[src/rtl/instr_encoder.sv]
// instr_encoder: packs RV32I instruction fields into a 32-bit word, substitutes
// a NOP on illegal field sets, and buffers results in a DEPTH-entry FIFO.
`default_nettype none

module instr_encoder #(
    parameter int DEPTH = 2
) (
    input  logic        Clk,
    input  logic        Rst,
    input  logic        InValid,
    output logic        InReady,
    input  logic [6:0]  InOpcode,
    input  logic [2:0]  InFunct3,
    input  logic [6:0]  InFunct7,
    input  logic [4:0]  InRd,
    input  logic [4:0]  InRs1,
    input  logic [4:0]  InRs2,
    input  logic [31:0] InImm,
    input  logic        Flush,
    output logic        OutValid,
    input  logic        OutReady,
    output logic [31:0] OutInstr,
    output logic        OutErr,
    output logic [15:0] ErrCount
);

    localparam int PW = (DEPTH > 1) ? $clog2(DEPTH) : 1;
    localparam int CW = $clog2(DEPTH + 1);

    localparam logic [6:0]  OP_LOAD     = 7'b0000011;
    localparam logic [6:0]  OP_FENCE    = 7'b0001111;
    localparam logic [6:0]  OP_MATH_IMM = 7'b0010011;
    localparam logic [6:0]  OP_AUIPC    = 7'b0010111;
    localparam logic [6:0]  OP_STORE    = 7'b0100011;
    localparam logic [6:0]  OP_MATH     = 7'b0110011;
    localparam logic [6:0]  OP_LUI      = 7'b0110111;
    localparam logic [6:0]  OP_BRANCH   = 7'b1100011;
    localparam logic [6:0]  OP_JALR     = 7'b1100111;
    localparam logic [6:0]  OP_JAL      = 7'b1101111;
    localparam logic [6:0]  OP_SYSTEM   = 7'b1110011;
    localparam logic [6:0]  F7_BASE     = 7'b0000000;
    localparam logic [6:0]  F7_ALT      = 7'b0100000;
    localparam logic [31:0] NOP         = 32'h0000_0013;

    logic [31:0]   enc_word_d;
    logic          enc_err_d;
    logic [31:0]   packed_d;
    logic          ok_i_d;
    logic [32:0]   mem_q [DEPTH];
    logic [PW-1:0] wptr_q, rptr_q;
    logic [CW-1:0] count_q;
    logic [15:0]   err_cnt_q;
    logic          push, pop;

    function automatic logic [PW-1:0] ptr_inc(input logic [PW-1:0] p);
        return (p == PW'(DEPTH - 1)) ? '0 : p + PW'(1);
    endfunction

    assign ok_i_d = (InImm[31:11] == {21{InImm[31]}});

    always_comb begin
        packed_d  = '0;
        enc_err_d = 1'b0;
        case (InOpcode)
            OP_MATH: begin
                packed_d  = {InFunct7, InRs2, InRs1, InFunct3, InRd, InOpcode};
                enc_err_d = !((InFunct7 == F7_BASE) ||
                              ((InFunct7 == F7_ALT) && ((InFunct3 == 3'b000) || (InFunct3 == 3'b101))));
            end
            OP_MATH_IMM: begin
                if ((InFunct3 == 3'b001) || (InFunct3 == 3'b101)) begin
                    // Shift-immediate: funct7 occupies imm[11:5], shamt is 5 bits.
                    packed_d  = {InFunct7, InImm[4:0], InRs1, InFunct3, InRd, InOpcode};
                    enc_err_d = (|InImm[31:5]) ||
                                ((InFunct7 != F7_BASE) && (InFunct7 != F7_ALT)) ||
                                ((InFunct7 == F7_ALT) && (InFunct3 == 3'b001));
                end else begin
                    packed_d  = {InImm[11:0], InRs1, InFunct3, InRd, InOpcode};
                    enc_err_d = !ok_i_d;
                end
            end
            OP_LOAD, OP_JALR, OP_SYSTEM, OP_FENCE: begin
                packed_d  = {InImm[11:0], InRs1, InFunct3, InRd, InOpcode};
                enc_err_d = !ok_i_d;
            end
            OP_STORE: begin
                packed_d  = {InImm[11:5], InRs2, InRs1, InFunct3, InImm[4:0], InOpcode};
                enc_err_d = !ok_i_d;
            end
            OP_BRANCH: begin
                packed_d  = {InImm[12], InImm[10:5], InRs2, InRs1, InFunct3,
                             InImm[4:1], InImm[11], InOpcode};
                enc_err_d = (InImm[31:12] != {20{InImm[31]}}) || InImm[0];
            end
            OP_LUI, OP_AUIPC: begin
                packed_d  = {InImm[31:12], InRd, InOpcode};
                enc_err_d = (InImm[11:0] != 12'h000);
            end
            OP_JAL: begin
                packed_d  = {InImm[20], InImm[10:1], InImm[11], InImm[19:12], InRd, InOpcode};
                enc_err_d = (InImm[31:20] != {12{InImm[31]}}) || InImm[0];
            end
            default: enc_err_d = 1'b1;
        endcase
        enc_word_d = enc_err_d ? NOP : packed_d;
    end

    assign InReady  = (count_q != CW'(DEPTH)) && !Flush && !Rst;
    assign OutValid = (count_q != '0);
    assign push     = InValid && InReady;
    assign pop      = OutValid && OutReady && !Flush;
    assign OutInstr = OutValid ? mem_q[rptr_q][31:0] : 32'h0;
    assign OutErr   = OutValid ? mem_q[rptr_q][32]   : 1'b0;
    assign ErrCount = err_cnt_q;

    // Storage needs no reset: OutValid gates everything read from it.
    always_ff @(posedge Clk) begin
        if (push) begin
            mem_q[wptr_q] <= {enc_err_d, enc_word_d};
        end
    end

    always_ff @(posedge Clk or posedge Rst) begin
        if (Rst) begin
            wptr_q    <= '0;
            rptr_q    <= '0;
            count_q   <= '0;
            err_cnt_q <= '0;
        end else begin
            if (Flush) begin
                wptr_q  <= '0;
                rptr_q  <= '0;
                count_q <= '0;
            end else begin
                if (push) wptr_q <= ptr_inc(wptr_q);
                if (pop)  rptr_q <= ptr_inc(rptr_q);
                if (push && !pop)      count_q <= count_q + CW'(1);
                else if (pop && !push) count_q <= count_q - CW'(1);
            end
            if (push && enc_err_d && (err_cnt_q != 16'hFFFF)) begin
                err_cnt_q <= err_cnt_q + 16'd1;
            end
        end
    end

endmodule

`default_nettype wire
[config.mk]
export PLATFORM = sky130hd
export DESIGN_NAME = instr_encoder
export DESIGN_NICKNAME = d
export VERILOG_FILES = /design/src/rtl/instr_encoder.sv
export SDC_FILE = /design/constraint.sdc
export NUM_CORES = 1
export LEC_CHECK = 0
export CORE_MARGIN = 2
export CORE_UTILIZATION = 49
export CTS_CLUSTER_SIZE = 16
export DETAILED_ROUTE_END_ITERATION = 8
export GPL_ROUTABILITY_DRIVEN = 0
export PLACE_DENSITY = 0.8
export SYNTH_ARGS = -nofsm -noshare
export SYNTH_HDL_FRONTEND = slang
export SYNTH_SLANG_ARGS = --single-unit
[constraint.sdc]
create_clock -name Clk -period 3.2 [get_ports Clk]
set_input_delay 0.48 -clock Clk [delete_from_list [all_inputs] [get_ports Clk]]
set_output_delay 0.48 -clock Clk [all_outputs]
set_load 0.05 [all_outputs]
[Word-level counts from Yosys, hierarchy flattened]
Memories as Yosys holds them, arrays and structs flattened.
Cells that the tools add are included.
Word-level totals
  bits in registers: 20
  bits in writable memories: 66
  bits of input ports: 69
  memories: 1
Operators by class
  add/subtract/negate cells: 5
  eq/ne operators: 20
  multiplexer cells: 18
  reduce and logical (&&, ||, !) cells: 37
Memory list
  mem_q: words 2, width 33, rd ports 1, clocked after memory_dff 0, write ports 1, RTL line 49  | logic [32:0] mem_q [DEPTH];
Operators with widths (count)
  32-bit case mux with 7 select lines: 1
  32-bit two-way mux: 3
  7-bit by 6-bit == test with 1-bit output (second input constant): 4
  7-bit == test (second input constant): 4
  27-bit OR reduction: 1
  20-bit == test: 1
  19-bit inequality test: 1
  16-bit by 1-bit adder with 16-bit output (second input constant): 1
  16-bit inequality test (second input constant): 1
  7-bit by 5-bit == test with 1-bit output (second input constant): 2
  1-bit logical AND: 12
  12-bit nonzero test: 1
  11-bit inequality test: 1
  1-bit two-way mux: 10
  7-bit by 2-bit == test with 1-bit output (second input constant): 1
  7-bit by 4-bit == test with 1-bit output (second input constant): 1
  7-bit logical NOT: 1
  1-bit logical OR: 7
  7-bit by 6-bit inequality test with 1-bit output (second input constant): 1
  7-bit nonzero test: 1
  1-bit logical NOT: 6
  2-bit two-way mux: 3
  1-bit case mux with 6 select lines: 1
  2-bit nonzero test: 3
  11 further kinds: 12

[Logic depth before layout (Yosys ltp)]
  depth in word-level cells: 9
  mapped depth: 9
  depth with buffers taken out: 7

[Least setup slack after synthesis]
OpenSTA, ideal clock, no wires.
  kind: register to register
  start point: register count_q[1]
  end point: memory mem_q[0][0] (enable)
  library setup time: 0.423 ns
  arrival: 3.374 ns
  path slack: -0.597 ns
  cell stages (with the launch flop): 5
  clock period less this slack: 3.797 ns
  cell sequence: dfrtp_1 -> nor2b_1 -> nor3_1 -> nand2_1 -> nor2_1
Between the ends
  longest elaborated chain between the ends: 6
RTL lines
  start: declaration: RTL line 51  | logic [CW-1:0] count_q;
  start signal: assignment: RTL line 137  | if (push && !pop) count_q <= count_q + CW'(1);
  start signal: assignment: RTL line 138  | else if (pop && !push) count_q <= count_q - CW'(1);
  2-bit inequality test: RTL line 108  | assign InReady = (count_q != CW'(DEPTH)) && !Flush && !Rst;
  1-bit logical AND (2 in series): RTL line 108
  via InReady: RTL line 11  | output logic InReady,
  1-bit logical AND: RTL line 110  | assign push = InValid && InReady;
  1-bit two-way mux: RTL line 118  | if (push) begin
  1-bit two-way mux (implied by the code): RTL line 119  | mem_q[wptr_q] <= {enc_err_d, enc_word_d};
  end: declaration: RTL line 49
The timed path passes the listed nets, and every way through them passes these cells.

[Worst setup path in the final report]
  start point: input port InOpcode[2]
  end point: register err_cnt_q[12], in the netlist ErrCount[12]
Between the ends
  longest elaborated chain between the ends: 5
  elaborated cells between the ends (all ways): 16
RTL lines
  start: declaration: RTL line 12  | input logic [6:0] InOpcode,
  7-bit by 6-bit == test with 1-bit output (tied with other cells): RTL line 64  | case (InOpcode)
  5-bit OR reduction (no line) / 2-bit OR reduction (equally long branches)
  1-bit case mux with 6 select lines (*): RTL line 64
  1-bit logical AND (*) (2 in series): RTL line 140  | if (push && enc_err_d && (err_cnt_q != 16'hFFFF)) begin
  end signal: assignment: RTL line 141  | err_cnt_q <= err_cnt_q + 16'd1;
  end: declaration: RTL line 52  | logic [15:0] err_cnt_q;
Mark *: on every way between the ends. The rest lies on a longest branch, timed or not.
A chain may end at the register's enable or synchronous reset.

==> reports/qor.json <==
{
  "layout": {
    "layout.area.seq_um2": 2484,
    "fillers": 698,
    "layout-drive-gt1-share_pct": 9.189,
    "multi_input_comb_area_um2": 1999,
    "area_added_between_synthesis_and_finish_pct": 36.73,
    "diodes": 0,
    "most-common-layout-cells": "119 x sky130_fd_sc_hd__clkdlybuf4s50_1, 78 x sky130_fd_sc_hd__nor2_1, 66 x sky130_fd_sc_hd__edfxtp_1, 36 x sky130_fd_sc_hd__mux2i_1, 22 x sky130_fd_sc_hd__nand2_1",
    "nNetsFinal": 620,
    "final_common_cell": "sky130_fd_sc_hd__clkdlybuf4s50_1",
    "final_core_util_pct": 68.39
  },
  "critical_path": {
    "critPathCaptureType": "flop",
    "critPathSlowestCell": "sky130_fd_sc_hd__clkdlybuf4s50_1",
    "setup.worst_path.class": "in2reg",
    "timing.critical_path.cells": "clkdlybuf4s50_1, nor2_1, nand3_1, nor2_1, o311ai_4, nand4_4, buf_4, nand3_1, xnor2_1",
    "cpPeakStageDelay_ns": 0.58,
    "largest_driver_fanout_on_the_critical_path": 36,
    "timing.critical_path.max_delay_family": "simple AND/OR/NAND/NOR gates",
    "critPathRequiredTime_ns": 3.47,
    "worst_ep_arrival_time_ns": 3.09,
    "critPathLaunchType": "primary input",
    "cp_num_buf_inv": 2
  },
  "synth": {
    "synth.yosys.warnings": 0,
    "synthCells": 420,
    "avgSynthCellArea_um2": 10.90,
    "postSynth.asyncResetShare_pct": 23.26,
    "netlist-cell-type-count": 55,
    "synthesis.area_um2": 4578,
    "synth_edf_count": 66,
    "ys_ff_latch": 86,
    "synth.yosys.seq_area_share_pct": 54.22,
    "ys.flop_type": "sky130_fd_sc_hd__edfxtp_1"
  },
  "die": {
    "die_height_um": 100.7,
    "dieArea_um2": 10130,
    "ios": 120,
    "fp-row-count": 35,
    "start_util_pct": 50.02,
    "core_um2": 9153,
    "die_w_um": 100.7
  },
  "detailed_routing": {
    "drt_iter0_drc": 348,
    "via_per_inst": 6.027,
    "drt-pass1-iter-count": 5,
    "via_count": 4014,
    "average_wire_length_per_cell_after_detail_routing_um": 18.78,
    "detail_route.wirelength_um": 12510,
    "detail-route-antenna-nets": 0,
    "post_detailed_route_drc_marker_count": 0
  },
  "power": {
    "switching_share_pct": 28.68,
    "clock_power_share_pct": 32.0,
    "leakage_nw": 2.054,
    "p_seq_share_pct": 47.3,
    "cell_internal_pwr_mw": 1.948,
    "power.density_cell_area_nw_per_um2": 436.2,
    "worst_ir_drop_vdd_mv": 0.2840,
    "power.switching_uw": 783.0,
    "comb_power_share_pct": 20.7
  },
  "global_route": {
    "grt_antenna_before_repair": 0,
    "via_count_of_the_first_global_routing_pass": 4075,
    "grt_overflow": 0,
    "grt_pass1_wl_um": 20210,
    "grt_max_degree": 37,
    "track_usage_pct": 25.60
  },
  "clocking": {
    "holdBufCountCts": 0,
    "post_cts_resized": 0,
    "tritoncts_num_sinks": 86,
    "cts.clk_slew.worst_paths_ns": 0.09,
    "worst_skew_pair.late_latency_ns": 0.36,
    "tritoncts_clock_tree": "done",
    "clock-root-buffer": "sky130_fd_sc_hd__clkbuf_8",
    "htree_num_levels": 3,
    "post-cts-setup-buffer-count": 0,
    "clk_path_buf_depth": 2,
    "cts-buffers-inserted": 9
  },
  "timing": {
    "timing.setup.tns_ns": 0,
    "fin_crit_sh_pct": 88.11,
    "report.final.slew_viol_count": 0,
    "final_period_minus_worst_setup_slack_ns": 2.820,
    "setup_repair_after_global_routing_missed_its_margin": "false",
    "worst_slew_pin_slew_ns": 0.7679,
    "fmax_mhz": 354.7,
    "fin_skew_ns": 0.01001,
    "report.final.setup_viol": 0,
    "slew_headroom_pct": 48.33,
    "hold_violations": 0
  },
  "flow_run": {
    "cap_viol_max_count": 0
  },
  "place": {
    "port-buffer-count": 119,
    "dp_hpwl_um": 9039
  },
  "outcome": {
    "result_of_the_run": "completed"
  },
  "worst_hold_path": {
    "min_path_type": "reg2reg"
  }
}
==> routing by layer <==
metal	GRT usage, %	vias up	wire length [um]
met5	0	-	0
met4	10.64	0	334
met3	3.814	33	970
met2	43.74	214	6325
met1	32.55	1927	4873
li1	-	1840	-
==> synth_stat cells, drive strengths merged, types with 11 or more instances <==
master / number / share of area (%)
nor2: 80 / 6.6
edfxtp: 66 / 43
mux2i: 36 / 7.9
nand2: 22 / 1.8
dfrtp: 20 / 11
nand3: 19 / 2.1
clkbuf: 16 / 1.3
xnor2: 16 / 3.1
a22oi: 12 / 2.0
nand4: 12 / 2.0
a21oi: 11 / 1.2
a222oi: 11 / 2.4
==> path summary, 6_finish.rpt <==
kind / cells past startpoint / endpoint / startpoint / slack, ns
setup / recovery: 9 / ErrCount[12] / InOpcode[2] / 0.38
hold / removal: 1 / ErrCount[15] / ErrCount[15] / 0.51
setup reg to reg: 7 / ErrCount[12] / ErrCount[8] / 0.95
hold reg to reg: 1 / ErrCount[15] / ErrCount[15] / 0.51
max in group asynchronous: 2 / rptr_q / Rst / 1.96
min in group asynchronous: 2 / ErrCount[8] / Rst / 0.70
==> worst reg2reg max path, cell delays in order (launching register included) <==
cell,delay [ns]
sky130_fd_sc_hd__dfrtp_1,0.44
sky130_fd_sc_hd__nand3_1,0.14
sky130_fd_sc_hd__nor2_1,0.09
sky130_fd_sc_hd__and3_1,0.22
sky130_fd_sc_hd__and3_1,0.22
sky130_fd_sc_hd__nor4_1,0.59
sky130_fd_sc_hd__nand3_1,0.21
sky130_fd_sc_hd__xnor2_1,0.24
==> power by group through the flow <==
stage / Clock [mW] / Combinational, mW / Sequential (mW)
floorplan: 0 / 0.213 / 1.39
CTS: 0.884 / 0.564 / 1.29
global route: 0.921 / 0.595 / 1.30
detailed placement: 0 / 0.550 / 1.31
finish: 0.874 / 0.565 / 1.29
global placement: 0 / 0.545 / 1.31
==> layout make-up <==
type	instances	share of cell area [%]
Clock buffer	14	3.638
Timing Repair Buffer	139	21.83
Sequential cell	86	39.68
Multi-Input combinational cell	306	31.94
Tap cell	111	2.219
Clock inverter	2	0.2199
Inverter	8	0.4797
==> sequential cells by signal, summed over array words and instances, names as in the netlist <==
signal and flops:
rptr_q 1, ErrCount 16, count_q 2, mem_q 66
wptr_q 1
==> through the flow <==
step / instance area [um^2] / worst slack (ns) / std cells / total power, mW / hold slack (ns)
final: 6260 / 0.3803 / 666 / 2.731 / 0.5064
after global routing: 6260 / 0.1853 / 666 / 2.812 / 0.5295
after CTS: 6260 / 0.3562 / 666 / 2.738 / 0.5035
after detailed placement: 6018 / 0.07212 / 650 / 1.862 / 0.4973
after global placement: 6018 / 0.1304 / 650 / 1.854 / 0.4831
after floorplan: 4597 / 0.4567 / 423 / 1.607 / 0.4438
==> logic make-up (layout without fill, tap and decap cells) <==
kind of cell / Yosys count / count (layout) / synth area share [%]
buf+inv: 31 / 163 / 2.815
xor+xnor: 19 / 19 / 3.635
mux: 37 / 37 / 8.117
flops: 86 / 86 / 54.22
other cells: 1 / 4 / 0.08191
simple gates: 183 / 183 / 20.28
compound gates: 62 / 62 / 10.58
fa+ha+maj: 1 / 1 / 0.2733
Note: power is estimated with default switching activity, not from simulation.
